File: src/rtl/mesi_snoop_controller.sv
// MESI snoop controller for a two-cache system. Cache 1 issues a read or
// write. The controller decides whether a bus transaction is needed, applies
// the snoop transition to cache 2, and pulses WriteBack when cache 2 flushes
// a modified line.
module mesi_snoop_controller (
  input  logic       Clock,
  input  logic       Reset_n,
  input  logic       Valid,
  input  logic [1:0] WriteRead,
  input  logic [2:0] state1,
  input  logic [2:0] state2,
  output logic       Ready,
  output logic [2:0] Bus,
  output logic [2:0] NewState1,
  output logic [2:0] NewState2,
  output logic       WriteBack,
  output logic       Done,
  output logic       Error,
  output logic [7:0] TxnCount
);

  typedef enum logic [2:0] {
    ST_IDLE, ST_DECODE, ST_BUS, ST_SNOOP, ST_WB, ST_DONE
  } state_e;

  typedef enum logic [2:0] {
    MESI_I = 3'b001, MESI_S = 3'b010, MESI_M = 3'b011, MESI_E = 3'b100
  } mesi_e;

  typedef enum logic [2:0] {
    BUS_NONE = 3'b000, BUS_RD = 3'b001, BUS_RDX = 3'b010, BUS_UPGR = 3'b011
  } bus_e;

  state_e     state_q, state_d;
  logic [1:0] wr_q, wr_d;
  logic [2:0] s1_q, s1_d, s2_q, s2_d;
  logic [2:0] ns1_q, ns1_d, ns2_q, ns2_d;
  logic       err_q, err_d;
  logic [7:0] cnt_q, cnt_d;

  logic       illegal, hit, wb_need, finish;
  logic [2:0] bus_code, n1, n2;

  // Classify the captured request: bus code, resulting states, flush need.
  always_comb begin
    illegal  = wr_q[1]
             || !(s1_q inside {MESI_I, MESI_S, MESI_M, MESI_E})
             || !(s2_q inside {MESI_I, MESI_S, MESI_M, MESI_E});
    bus_code = BUS_NONE;
    n1       = s1_q;
    n2       = s2_q;
    wb_need  = 1'b0;
    if (!illegal) begin
      if (!wr_q[0]) begin
        if (s1_q == MESI_I) begin
          bus_code = BUS_RD;
          n1       = (s2_q == MESI_I) ? MESI_E : MESI_S;
          n2       = (s2_q == MESI_I) ? MESI_I : MESI_S;
          wb_need  = (s2_q == MESI_M);
        end
      end else begin
        case (s1_q)
          MESI_E: n1 = MESI_M;
          MESI_I: begin
            bus_code = BUS_RDX;
            n1       = MESI_M;
            n2       = MESI_I;
            wb_need  = (s2_q == MESI_M);
          end
          MESI_S: begin
            bus_code = BUS_UPGR;
            n1       = MESI_M;
            n2       = MESI_I;
          end
          default: ;
        endcase
      end
    end
    hit = (bus_code == BUS_NONE);
  end

  // Next-state logic; results and count update on the edge entering DONE so
  // they are already valid while Done is high.
  always_comb begin
    state_d = state_q;
    wr_d    = wr_q;
    s1_d    = s1_q;
    s2_d    = s2_q;
    ns1_d   = ns1_q;
    ns2_d   = ns2_q;
    err_d   = err_q;
    cnt_d   = cnt_q;
    finish  = 1'b0;
    case (state_q)
      ST_IDLE: begin
        if (Valid) begin
          wr_d    = WriteRead;
          s1_d    = state1;
          s2_d    = state2;
          state_d = ST_DECODE;
        end
      end
      ST_DECODE: begin
        if (hit) finish = 1'b1;
        else     state_d = ST_BUS;
      end
      ST_BUS:   state_d = ST_SNOOP;
      ST_SNOOP: begin
        if (wb_need) state_d = ST_WB;
        else         finish  = 1'b1;
      end
      ST_WB:    finish  = 1'b1;
      ST_DONE:  state_d = ST_IDLE;
      default:  state_d = ST_IDLE;
    endcase
    if (finish) begin
      state_d = ST_DONE;
      ns1_d   = n1;
      ns2_d   = n2;
      err_d   = illegal;
      cnt_d   = cnt_q + 8'd1;
    end
  end

  // State and datapath registers with asynchronous reset.
  always_ff @(posedge Clock or negedge Reset_n) begin
    if (!Reset_n) begin
      state_q <= ST_IDLE;
      wr_q    <= '0;
      s1_q    <= MESI_I;
      s2_q    <= MESI_I;
      ns1_q   <= MESI_I;
      ns2_q   <= MESI_I;
      err_q   <= 1'b0;
      cnt_q   <= '0;
    end else begin
      state_q <= state_d;
      wr_q    <= wr_d;
      s1_q    <= s1_d;
      s2_q    <= s2_d;
      ns1_q   <= ns1_d;
      ns2_q   <= ns2_d;
      err_q   <= err_d;
      cnt_q   <= cnt_d;
    end
  end

  // Strobes are decoded directly from the registered state.
  always_comb begin
    Ready     = (state_q == ST_IDLE);
    Bus       = (state_q == ST_BUS) ? bus_code : BUS_NONE;
    WriteBack = (state_q == ST_WB);
    Done      = (state_q == ST_DONE);
    NewState1 = ns1_q;
    NewState2 = ns2_q;
    Error     = err_q;
    TxnCount  = cnt_q;
  end

endmodule

File: config.mk
export PLATFORM = sky130hd
export DESIGN_NAME = mesi_snoop_controller
export DESIGN_NICKNAME = d
export VERILOG_FILES = /design/src/rtl/mesi_snoop_controller.sv
export SDC_FILE = /design/constraint.sdc
export NUM_CORES = 1
export LEC_CHECK = 0
export CORE_UTILIZATION = 53
export CTS_BUF_LIST = sky130_fd_sc_hd__clkbuf_16
export CTS_CLUSTER_DIAMETER = 80
export DETAILED_ROUTE_END_ITERATION = 10
export GPL_TIMING_DRIVEN = 0
export MAX_ROUTING_LAYER = met4
export PLACE_DENSITY = 0.81
export SLEW_MARGIN = 0
export SYNTH_ARGS = -nofsm -noshare
export SYNTH_HDL_FRONTEND = slang
export SYNTH_SLANG_ARGS = --single-unit
File: constraint.sdc
create_clock -name Clock -period 5.08 [get_ports Clock]
set_input_delay 1.524 -clock Clock [delete_from_list [all_inputs] [get_ports Clock]]
set_output_delay 1.524 -clock Clock [all_outputs]
set_load 0.01 [all_outputs]
# == Word-level counts from Yosys, hierarchy flattened ==
# Index checks and enable logic that the tools add are counted.
# word_totals
rom_bits,0
ff_bits,26
latch_bits,0
ram_bits,0
mem_count,0
in_bits,11
output_inout_bits,21
elab_cells,63
# op_classes
n_eq_ne,17
div,0
mux,25
n_shift,0
order_cmp,0
bitwise,0
n_addsub,1
multipliers,0
reduce_logical,12
# op_table
op,count
$mux W3,16
$eq A3 B2 Y1 const B,6
$pmux W3 S5,1
$eq A3 B3 Y1 const B,4
$eq A3 B1 Y1 const B,3
$add A8 B1 Y8 const B,1
$reduce_bool A4 Y1,2
$logic_not A3 Y1,2
$ne A3 B3 Y1 const B,2
$mux W1,5
$pmux W2 S2,1
$reduce_and A4 Y1,1
$ne A3 B2 Y1 const B,1
$pmux W1 S3,1
$reduce_or A3 Y1,1
$logic_not A1 Y1,2
$logic_or A1 B1 Y1,2
$mux W2,1
$ne A2 B1 Y1 const B,1
$reduce_and A2 Y1,1
$reduce_or A2 Y1,1

# == Longest topological paths before layout ==
# Gate-level depths: netlist of the first run.
# depth
word_depth,11
ltp_mapped,6
mapped_depth_nobuf,5

# == Worst setup path after synthesis of the first run ==
# Ideal clock, no wire load.
# synth_timing
path_kind,flip-flop to output port
startpoint,register s2_q[1]
endpoint,output Bus[1]
stages_incl_launch_ff,6
setup_slack_ps,1901
arrival_ps,1655
n_path_buf,1
required_ps,3556
path_cell_list,dfrtp_1 o21a_1 or4_1 buf_2 or2_1 nor2_1
# synth_between
elab_chain_len,6
elab_cells_between_ends,9
classes_between,4 x eq/ne; 2 x mux; 3 x reduce/logical
# synth_lines
element,line_no,text
from (decl),36,"logic [2:0] s1_q, s1_d, s2_q, s2_d;"
from (signal assigned),131,s2_q <= MESI_I;
from (signal assigned),140,s2_q <= s2_d;
$eq A3 B1 Y1 (tied with other cells),48,"|| !(s2_q inside {MESI_I, MESI_S, MESI_M, MESI_E});"
$reduce_bool A4 Y1 *,48,
$logic_not A1 Y1 *,48,
$logic_or A1 B1 Y1 *,48,
$mux W3 *,53,if (!illegal) begin
$mux W3 *,151,Bus = (state_q == ST_BUS) ? bus_code : BUS_NONE;
to (decl),13,"output logic [2:0] Bus,"
# Every way passes the cells marked *; elsewhere a longest branch is shown, timed or not.

# == Final worst setup path of the first run ==
# Ends and elaborated chain as after synthesis.

==> out/summary.md, run 1 <==
In this run the cell area of the synthesized design comes to 0.00140 mm². For the max-slew headroom at the worst pin, the log shows 0.210. The signal on the critical path passes through o21a_1 > or4_1 > buf_2 > or2_1 > nor2_1 > clkdlybuf4s50_1. The fraction of registers with async set or reset after synthesis works out to 1.00.

By area, the combinational part of the netlist is dominated by simple AND/OR/NAND/NOR gates. The power density over the cells is 690 mW/mm². Measured in cells, the most critical reg-to-reg path has a length of 6. The stage delay of the slowest cell on the critical path is 0.55 ns, and the average size of a mapped cell is 10.4 µm². Setup violations remaining at the end of the flow were counted as 0. After clock tree synthesis, the clock-pin slew on the worst setup and hold paths is 0.07 ns. The commonest cells after synthesis are 22 x sky130_fd_sc_hd__dfrtp_1, 9 x sky130_fd_sc_hd__a21oi_1, 8 x sky130_fd_sc_hd__nand2_1, 8 x sky130_fd_sc_hd__nand3_1. The run gives 2.56 ns as the critical path arrival.

The fmax came out at 0.245 GHz. The share of the synthesized netlist area taken by xor and xnor gates was 0.0500; the maximum VDD drop was 0.403 mV. In this run, post-CTS hold repair placed 0 buffers.

Across all hold checks on the routed design, the worst slack comes to 0.476 ns. The fraction of synthesized area in multiplexers came out at 0.115. CTS saw 26 sinks. The number of filler cells placed in the layout came out at 202. The combinational share of power is 0.532, and the area of the core region is 0.00248 mm². Counting every net in the synthesized netlist gives 147. In this run the static leakage power is 0.771 nW. The tools report the overall track demand over capacity in global routing as 0.248. The number of antenna diodes in the final layout is 0. The hold violation total from the final report was 0; the buffer depth of the longest clock path was 2. The tools report the number of placement rows as 18. The switching part of the total was 0.390; the height of the die was 53.4 µm. In this run the remaining antenna-violating nets after routing total 0. The transition time at the pin with the least slew margin is 1.18 ns, and the area share of fa/ha/maj cells after synthesis is 0.00893.

The tools report the number of maximum-capacitance violations as 0. Port buffering added 30 buffers. The run gives 1 as the H-tree depth.

Worst slack at placement: 1.31 ns. The clock period minus final worst setup slack came out at 4.08 ns. The via count of the routed design was 1107; the count of cell types in the netlist was 41. The run gives 0 as the initial antenna violation count. Startpoint-to-endpoint class of the critical path: reg2out. The tools report the max-slew violation total from the final report as 0. Entering global routing, the biggest net connects 27 pins. The tightest min-delay check is of the reg2reg type. The flow ran to the end, and the final reports show no timing, DRC or antenna violations. The number of cells traversed by the worst hold path is 1, and the half-perimeter wire length of the detailed placement result is 2.13 mm. The number of instances in the synthesized netlist is 135, and the wire length of the first global-routing pass is 5.02 mm. Internal power comes to 0.000766 W.

The proportion of power drawn by the clock network is 0.140, and the basic-gate share of the synthesized area counting and, or, nand and nor cells is 0.181. The worst setup path is launched from a flop. The first detailed-routing pass ran for 4 iterations. At the end of the flow, the number of nets in the layout was 182. Gates resized during post-CTS repair numbered 0. Once the clock tree was built, the setup fixing pass inserted 0 buffers. By area the synthesized netlist is led by sky130_fd_sc_hd__dfrtp_1 39%, sky130_fd_sc_hd__dfstp_2 7.5%, sky130_fd_sc_hd__mux2_4 5.4%, sky130_fd_sc_hd__xor2_1 4.4%, sky130_fd_sc_hd__mux2_2 4.0%. The clock network latency to the later pin of the worst-skew pair is 0.26 ns, and the number of vias per cell is 5.56. The total CTS buffers came out at 3. The buffer type at the clock tree root is sky130_fd_sc_hd__clkbuf_16. The tools report the worst clock skew as 0.00781 ns. On the critical path, the stage with the largest delay is an instance of sky130_fd_sc_hd__clkdlybuf4s50_1. The share of layout cells above drive strength 1 works out to 0.130. For the DRC violations left, the log shows 0. The floorplan step set the die width to 53.4 µm.

The most used flip-flop cell after synthesis is sky130_fd_sc_hd__dfrtp_1. The most common cell in the synthesized netlist was sky130_fd_sc_hd__dfrtp_1. The logs give 14 for the initial DRC count and 32 for the I/O pin total. Setup repair after global routing left no endpoint under its margin.

Total negative slack for setup checks: 0 ns. The design draws 0.00125 W. The category of the worst setup path capture point is an output port. The area growth from synthesis to layout is 29.7%.

The overall overflow remaining after global route came out at 0. Of all nets on the critical path, the largest fanout is 6. Portion of the clock cycle consumed by the worst path in the final layout: 0.804.

The flip-flop and latch count after synthesis was 26; the average wire per standard cell was 14.8 µm. At the worst endpoint, the required time is 3.56 ns. The logs give 0.328 for the sequential fraction of design power and 0.468 for the share of the yosys chip area belonging to registers.

After detailed routing, the total wire length is 2.96 mm. The net switching power of the design is 0.000489 W. The area share of the largest cell type after synthesis is 0.393, and the count of yosys warnings during synthesis is 0. Setup slack closes at 0.995 ns. The post-synthesis compound-gate area fraction works out to 0.133.

Routability-driven placement finished with a final weighted congestion of 0.860. The post-layout utilization of the core was 0.734; the starting density of the core was 0.566. In this run, synthesis inferred 0 flip-flops with an integrated enable. For the via count of the first global-routing pass, the log shows 1102. TritonCTS built the clock tree. sky130_fd_sc_hd__dfrtp_1 takes more of the synthesized area than any other cell. The die covers 0.00285 mm².
power by group through the flow:
stage | Combinational, W | Sequential (W) | Clock, W
6_report | 0.000667 | 0.000412 | 0.000176
5_1_grt | 0.000736 | 0.000425 | 0.000186
4_1_cts | 0.000673 | 0.000411 | 0.000179
3_5_place_dp | 0.000664 | 0.000413 | 0
3_3_place_gp | 0.000642 | 0.000404 | 0
2_1_floorplan | 0.000427 | 0.000416 | 0
metrics by stage:
| step | instance area [µm²] | cells |
|---|---|---|
| 2_1_floorplan | 1400 | 135 |
| 3_3_place_gp | 1740 | 195 |
| 3_5_place_dp | 1740 | 195 |
| 4_1_cts | 1820 | 199 |
| 5_1_grt | 1820 | 199 |
| 6_report | 1820 | 199 |
sequential cells by signal (all words and copies together) (netlist names):
name	cells
NewState1	3
s2_q	3
TxnCount	8
state_q	3
NewState2	3
wr_q	2
s1_q	3
Error	1
cell families (layout without fill, tap and decap cells):
group                    after synthesis  count (layout)
AO/OA/AOI/OAI                         26              26
XOR/XNOR                               8               8
AND/OR/NAND/NOR                       46              46
adder cells (fa/ha/maj)                1               1
multiplexers                          13              13
buffers and inverters                 14              48
other                                  1               1
flip-flops                            26              26
final timing paths:
kind                       slack, ns          end   startpoint
min reg2reg                     0.48  TxnCount[7]  TxnCount[7]
max in group asynchronous       2.48      s1_q[2]      Reset_n
max                              1.0       Bus[1]      s2_q[1]
max reg2reg                     2.78  TxnCount[1]      s1_q[0]
min in group asynchronous       1.89  TxnCount[4]      Reset_n
min                             0.48  TxnCount[7]  TxnCount[7]
worst max-delay path, delay by kind of cell, from the launching register on:
| family | cells | cell delay (ns) |
|---|---|---|
| AO/OA/AOI/OAI | 1 | 0.22 |
| buffers and inverters | 2 | 0.73 |
| AND/OR/NAND/NOR | 3 | 0.92 |
| flip-flops | 1 | 0.45 |
per-layer routing:
layer | vias to the layer above | part of all wire | global-route usage
li1 | 542 | - | -
met5 | - | 0 | -
met2 | 31 | 0.52 | 0.421
met3 | 4 | 0.031 | 0.0172
met4 | 0 | 0.0081 | 0.0877
met1 | 530 | 0.44 | 0.309
cell usage in the layout (no fill, tap or decap), types with 2 or more instances in the layout:
cell type / synthesis / layout
sky130_fd_sc_hd__clkbuf_16: 0 / 3
sky130_fd_sc_hd__mux2i_1: 3 / 3
sky130_fd_sc_hd__nor2_1: 6 / 6
sky130_fd_sc_hd__inv_1: 7 / 7
sky130_fd_sc_hd__dfstp_2: 4 / 4
sky130_fd_sc_hd__clkdlybuf4s50_1: 0 / 30
sky130_fd_sc_hd__and2_1: 3 / 3
sky130_fd_sc_hd__nand3_1: 8 / 8
sky130_fd_sc_hd__a21oi_1: 9 / 9
sky130_fd_sc_hd__mux2_4: 5 / 5
sky130_fd_sc_hd__nand2_1: 8 / 8
sky130_fd_sc_hd__o21ai_0: 7 / 7
sky130_fd_sc_hd__nor2b_1: 4 / 4
sky130_fd_sc_hd__nor4b_1: 2 / 2
sky130_fd_sc_hd__dfrtp_1: 22 / 22
sky130_fd_sc_hd__clkbuf_1: 5 / 5
sky130_fd_sc_hd__xor2_1: 7 / 7
sky130_fd_sc_hd__mux2_2: 5 / 5
sky130_fd_sc_hd__nor3_1: 4 / 4
sky130_fd_sc_hd__nand2b_1: 3 / 3
layout make-up:
class,count,area (µm²),area share
clock buffers,3,75.1,0.0413
flip-flops and latches,26,656,0.361
plain buffers,7,31.3,0.0172
inverters,7,26.3,0.0145
clock inverters,1,3.75,0.00206
repair buffers,30,300,0.165
multi-input cells,95,688,0.379
well taps,30,37.5,0.0206
(Power assumes the default switching activity.)
==> run 2: changes to the inputs <==
Settings changed: CORE_UTILIZATION 53 to 44, PLACE_DENSITY 0.81 to 0.71.
Clock period 5.08 ns to 3.62 ns, I/O delays scaled along.
==> run 2 against run 1 <==
Against the previous run: via count down 1.3%; flip-flop and latch count unchanged; design area up 2.5%; critical endpoint is now Bus[0].
==> out/summary.md, run 2 (synthesis results as in run 1) <==
The flow ran to the end, and the final reports show no timing, DRC or antenna violations. The tools report the buffer depth of the longest clock path as 2 (unchanged). The most common library cell in the layout ignoring fill and taps was sky130_fd_sc_hd__clkdlybuf4s50_1 (unchanged).

TritonCTS built the clock tree. The tools report the startpoint type of the worst setup path as a flop (unchanged). The category of the worst setup path capture point is an output port (unchanged). The area of the core region was 0.00303 mm² (was 0.00248 mm²).

The run gives 0.463 (was 0.566) as the starting density of the core. For the final cell count without fillers, the log shows 212 (was 199). The number of vias per cell is 5.16 (was 5.56). The overall overflow remaining after global route was 0 (unchanged); the cell area after placement was 0.00176 mm² (was 0.00174 mm²).

The relative area change from synthesis to final layout came out at 33.0% (was 29.7%). The hold violation total from the final report was 0 (unchanged). The power density over the cells was 974 mW/mm² (was 690 mW/mm²). The final wirelength is 2.74 mm (was 2.96 mm). The leakage power total is 0.802 nW (was 0.771 nW), and the clock sink total is 26 (unchanged). The number of buffer and inverter stages on the critical path came out at 2 (unchanged).

Setup repair after global routing left no endpoint under its margin. The worst clock skew is 0.00228 ns (was 0.00781 ns), and the share of layout cells above drive strength 1 is 0.149 (was 0.130). The run gives 0.26 ns (about the same) as the clock network latency to the later pin of the worst-skew pair. The kind of cell adding the most delay to the critical path is buffers and inverters (was simple AND/OR/NAND/NOR gates).

The post-route cell area came out at 0.00186 mm² (was 0.00182 mm²). The logs give 0 (unchanged) for the max-slew violation total from the final report and 0.286 ns (was 1.31 ns) for the worst slack at placement. The maximum fanout encountered on the critical timing path works out to 6 (unchanged). The portion of the clock cycle consumed by the worst path in the final layout was 0.914; the initial DRC count was 18 (was 14). The slowest stage cell on the critical path was sky130_fd_sc_hd__clkdlybuf4s50_1 (unchanged). The antenna cell count is 0 (unchanged). The run gives 1093 (was 1107) as the via count of the routed design. The DRC violations left is 0 (unchanged). The average wire per standard cell was 12.9 µm (was 14.8 µm); the half-perimeter wire length of the detailed placement result was 1.99 mm (was 2.13 mm). The weighted congestion at the end of routability-driven global placement is 0.805 (was 0.860), and the total CTS buffers is 3 (unchanged). The tools report the critical path arrival as 2.22 ns (was 2.56 ns). The kind of path behind the tightest hold check is reg2reg (unchanged).

The total number of nets in the final design is 181 (was 182). The number of buffers inserted by port buffering was 30 (unchanged); the number of flip-flops under the largest register name was 8 (unchanged). The tools report the largest net degree at the start of global routing as 27 (unchanged).

The I/O pin total was 32 (unchanged); the number of cells on the critical path was 5 (was 6). The overall track demand over capacity in global routing came out at 0.180 (was 0.248). Total placed cells including tap cells: 209 (was 195).

The via count of the first global-routing pass came out at 1032 (was 1102). The cell depth of the worst flop-to-flop path was 6 (unchanged). Ordered list of cells on the worst path: o21a_1 > or4_1 > buf_2 > nor2_1 > clkdlybuf4s50_1 (was o21a_1 > or4_1 > buf_2 > or2_1 > nor2_1 > clkdlybuf4s50_1).

Height of the die: 58.4 µm (was 53.4 µm). Commonest non-fill, non-tap cells in the layout: 29 x sky130_fd_sc_hd__clkdlybuf4s50_1, 21 x sky130_fd_sc_hd__dfrtp_1, 9 x sky130_fd_sc_hd__a21oi_1 (was 30 x sky130_fd_sc_hd__clkdlybuf4s50_1, 22 x sky130_fd_sc_hd__dfrtp_1, 9 x sky130_fd_sc_hd__a21oi_1). The tools report the count of TritonRoute iterations in the first routing pass as 4 (unchanged).

The buffer type at the clock tree root was sky130_fd_sc_hd__clkbuf_16 (unchanged). Critical register-to-register path startpoint: s1_q[0] (unchanged). The tools report the critical hold path startpoint as TxnCount[7] (unchanged). For the wire length of the first global-routing pass, the log shows 4.53 mm (was 5.02 mm).

The floorplan die area is 0.00341 mm² (was 0.00285 mm²), and the transition time at the pin with the least slew margin is 1.16 ns (was 1.18 ns). The endpoint required time on the critical path was 2.53 ns (was 3.56 ns); the clock-pin slew reported for the worst setup and hold paths after clock tree synthesis was 0.07 ns (about the same). The smallest clock period supported by the final layout is computed as 3.31 ns. The post-CTS setup-driven buffer insertion count is 0 (unchanged). The tools report the number of maximum-capacitance violations as 0 (unchanged).

The tools report the maximum VDD drop as 0.427 mV (was 0.403 mV). The critical path startpoint is s2_q[1] (unchanged). The H-tree depth was 1 (unchanged). Number of cells traversed by the worst hold path: 1 (unchanged).

The fmax is 0.302 GHz, and the worst path setup slack after routing is 0.313 ns (was 0.995 ns). The die span in x works out to 58.4 µm (was 53.4 µm). For the max-slew headroom at the worst pin, the log shows 0.226 (was 0.210).

The total negative slack for setup checks is 0 ns (unchanged). The number of placement rows came out at 20 (was 18). The initial antenna violation count is 0 (unchanged), and the final setup violation count is 0 (unchanged). Startpoint-to-endpoint class of the critical path: reg2out (unchanged). The stage delay of the slowest cell on the critical path is 0.56 ns (was 0.55 ns), and the final antenna-violating net count is 0 (unchanged).
## run 2: layout make-up
class	count	area, µm²
Buffer	6	27.5
Clock buffer	3	75.1
Clock inverter	1	30.0
Fill cell	269	1160
Inverter	7	26.3
Multi-Input combinational cell	95	691
Sequential cell	26	657
Tap cell	44	55.1
Timing Repair Buffer	30	303
## run 2: power by group
group	leakage (nW)	switching [W]	internal (W)
sequential	0.308	0.000142	0.000446
combinational	0.443	0.000424	0.000482
clock	0.0511	0.000103	0.000220
## run 2: stage by stage
stage	utilization	power, W	hold slack [ns]
6_report	0.616	0.00182	0.466
5_1_grt	0.616	0.00194	0.498
4_1_cts	0.614	0.00183	0.470
3_5_place_dp	0.580	0.00150	0.459
3_3_place_gp	0.580	0.00148	0.456
2_1_floorplan	-	0.00118	0.478
## run 2: repair_timing
action | CTS | global route
resized for setup | 1 | 2
hold buffers | 0 | 0
endpoints found under the setup margin | 1 | 1
## run 2: metal layers
| layer | up-vias | wire, µm | track usage |
|---|---|---|---|
| li1 | 534 | - | - |
| met1 | 531 | 1250 | 0.218 |
| met2 | 23 | 1330 | 0.304 |
| met3 | 5 | 110 | 0.0264 |
| met4 | 0 | 40 | 0.0714 |
| met5 | - | 0 | - |
## run 2: final timing paths
path	slack, ns	end
setup / recovery	0.31	Bus[0]
hold / removal	0.47	TxnCount[7]
setup reg to reg	1.33	NewState1[2]
hold reg to reg	0.47	TxnCount[7]
max in group asynchronous	1.41	s2_q[1]
min in group asynchronous	1.44	TxnCount[7]
==> run 3: changes to the inputs <==
Settings changed: CORE_MARGIN set to 4, CORE_UTILIZATION 44 to 40, PLACE_DENSITY 0.71 to 0.66.
==> run 3 against run 2 <==
Against the previous run: sequential share of layout area unchanged; core utilization decreased by 6.1 points; via count decreased by 0.91%; wire length increased by 3.8%; global-route usage decreased by 4.1 points; non-clock buffer count unchanged; setup slack got worse by 0.0092 ns; flip-flop and latch count unchanged; first-iteration DRC count increased to 4.2 times the previous value; critical endpoint unchanged.
==> out/summary.md, run 3 (synthesis results as in run 1) <==
The run finished with clean final reports. The die span in x was 67.2 µm (was 58.4 µm); the total CTS buffers was 3 (unchanged). The tools report the worst setup slack for register-to-register paths as 1.36 ns (was 1.33 ns). The slowest stage cell on the critical path is sky130_fd_sc_hd__clkdlybuf4s50_1 (unchanged). The run gives 0.00451 mm² (was 0.00341 mm²) as the floorplan die area. The overall track demand over capacity in global routing was 0.139 (was 0.180); the number of cells traversed by the worst hold path was 1 (unchanged). Transition time at the pin with the least slew margin: 1.15 ns (was 1.16 ns). The buffer type at the clock tree root is sky130_fd_sc_hd__clkbuf_16 (unchanged). The largest net degree at the start of global routing was 27 (unchanged); the number of flip-flops under the largest register name was 8 (unchanged). The critical register-to-register path startpoint was s1_q[0] (unchanged).

TritonCTS built the clock tree. The run gives 0 (unchanged) as the overall overflow remaining after global route. Maximum fanout encountered on the critical timing path: 6 (unchanged).

Average wire per standard cell: 13.3 µm (was 12.9 µm). Critical hold path startpoint: TxnCount[7] (unchanged). The final wirelength is 2.84 mm (was 2.74 mm). The tools report the total negative slack for setup checks as 0 ns (unchanged).

The initial DRC count came out at 75 (was 18). For the starting density of the core, the log shows 0.417 (was 0.463). The tools report the total of cells resized after clock tree synthesis as 0 (was 1).

The tools report the final setup violation count as 0 (unchanged). Number of buffers inserted by port buffering: 30 (unchanged). The power density over the cells was 975 mW/mm² (was 974 mW/mm²); the portion of the clock cycle consumed by the worst path in the final layout was 0.916 (was 0.914).

The total number of nets in the final design is 181 (unchanged), and the final antenna-violating net count is 0 (unchanged). The sink of the worst hold path is TxnCount[7] (unchanged). The critical path arrival was 2.23 ns (was 2.22 ns); the clock period minus final worst setup slack was 3.32 ns (was 3.31 ns). The logs give 0.469 ns (was 0.466 ns) for the final hold slack and 0.00522 ns (was 0.00228 ns) for the worst clock skew. The count of TritonRoute iterations in the first routing pass is 4 (unchanged). The category of the worst setup path capture point is an output port (unchanged). The startpoint-to-endpoint class of the critical path was reg2out (unchanged).

Setup repair after global routing left no endpoint under its margin. The kind of cell adding the most delay to the critical path is buffers and inverters (unchanged). The tools report the via count of the first global-routing pass as 992 (was 1032).

For the leakage power total, the log shows 0.800 nW (was 0.802 nW). The run gives 0 (unchanged) as the hold violation total from the final report. The kind of path behind the tightest hold check was reg2reg (unchanged). The clock-pin slew reported for the worst setup and hold paths after clock tree synthesis is 0.07 ns (about the same). Cell depth of the worst flop-to-flop path: 6 (unchanged). The max-slew violation total from the final report is 0 (unchanged).

The tools report the number of placement rows as 21 (was 20). Number of vias per cell: 5.06 (was 5.16). The post-CTS setup-driven buffer insertion count is 0 (unchanged), and the number of maximum-capacitance violations is 0 (unchanged).

The tools report the reg-to-reg critical path endpoint as TxnCount[1] (was NewState1[2]). The hold buffer count at CTS came out at 0 (unchanged). The relative area change from synthesis to final layout is 33.0% (unchanged). Commonest non-fill, non-tap cells in the layout: 29 x sky130_fd_sc_hd__clkdlybuf4s50_1, 21 x sky130_fd_sc_hd__dfrtp_1, 9 x sky130_fd_sc_hd__a21oi_1 (unchanged).

Ordered list of cells on the worst path: o21a_1 > or4_1 > buf_2 > nor2_1 > clkdlybuf4s50_1 (unchanged). The endpoint required time on the critical path is 2.53 ns (about the same), and the antenna cell count is 0 (unchanged). The number of buffer and inverter stages on the critical path is 2 (unchanged), and the max-slew headroom at the worst pin is 0.232 (was 0.226). For the clock sink total, the log shows 26 (unchanged). Weighted congestion at the end of routability-driven global placement: 0.841 (was 0.805). The share of layout cells above drive strength 1 works out to 0.143 (was 0.149). The fmax was 0.302 GHz (about the same). H-tree depth: 1 (unchanged). The via count of the routed design was 1083 (was 1093); the stage delay of the slowest cell on the critical path was 0.55 ns (was 0.56 ns). Startpoint type of the worst setup path: a flop (unchanged).

For the initial antenna violation count, the log shows 0 (unchanged). The maximum VDD drop came out at 0.429 mV (was 0.427 mV). For the I/O pin total, the log shows 32 (unchanged). The most common library cell in the layout ignoring fill and taps was sky130_fd_sc_hd__clkdlybuf4s50_1 (unchanged). The DRC violations left is 0 (unchanged), and the clock network latency to the later pin of the worst-skew pair is 0.26 ns (about the same). The area of the core region was 0.00336 mm² (was 0.00303 mm²); the buffer depth of the longest clock path was 2 (unchanged).

The height of the die was 67.2 µm (was 58.4 µm); the wire length of the first global-routing pass was 4.66 mm (was 4.53 mm). For the half-perimeter wire length of the detailed placement result, the log shows 2.06 mm (was 1.99 mm).
## run 3: cell counts in the layout (fill, tap and decap cells not counted)
Identical to the previous run, type by type.
## run 3: through the flow
step / instances / setup WS, ns / util / cell area [µm²] / power [W]
3_5_place_dp: 211 / 0.319 / 0.523 / 1760 / 0.00150
6_report: 214 / 0.304 / 0.554 / 1860 / 0.00182
3_3_place_gp: 211 / 0.317 / 0.523 / 1760 / 0.00148
5_1_grt: 214 / 0.161 / 0.554 / 1860 / 0.00195
4_1_cts: 215 / 0.0206 / 0.554 / 1860 / 0.00184
2_1_floorplan: 135 / 0.879 / - / 1400 / 0.00118
## run 3: worst reg2reg max path, delay by kind of cell, from the launching register on
kind | cells | cell delay, ns
flip-flops | 1 | 0.51
multiplexers | 1 | 0.33
AND/OR/NAND/NOR | 3 | 0.67
buffers and inverters | 1 | 0.31
AO/OA/AOI/OAI | 1 | 0.33
## run 3: area by class of cell
cell class | instances | area (µm²)
buffer | 6 | 27.5
clock buffer | 3 | 75.1
clock inverter | 1 | 30.0
fill | 333 | 1500
inverter | 7 | 26.3
multi-input combinational | 95 | 688
sequential | 26 | 657
tap | 46 | 57.6
timing repair buffer | 30 | 303
## run 3: how the worst max path moves through the flow
stage,endpoint,start,cells after the start
3_3_place_gp,Bus[1],s2_q[1],6
2_1_floorplan,Bus[1],s2_q[1],5
6_report,Bus[0],s2_q[1],5
5_1_grt,Bus[0],s1_q[0],6
4_1_cts,Bus[1],s2_q[1],6
3_5_place_dp,Bus[1],s1_q[2],6
## run 3: report_power, final
| group | total, W | switching (W) | internal (W) |
|---|---|---|---|
| Combinational | 0.000908 | 0.000428 | 0.000480 |
| Clock | 0.000323 | 0.000103 | 0.000220 |
| Sequential | 0.000588 | 0.000142 | 0.000446 |
## run 3: layer usage
layer  global-route usage  wire (µm)  share of wire  vias up
li1                     -          -              -      533
met1                0.185       1320           0.46      514
met2                0.213       1350           0.48       32
met3               0.0300        137          0.048        4
met4               0.0380         28         0.0099        0
met5                    -          0              0        -
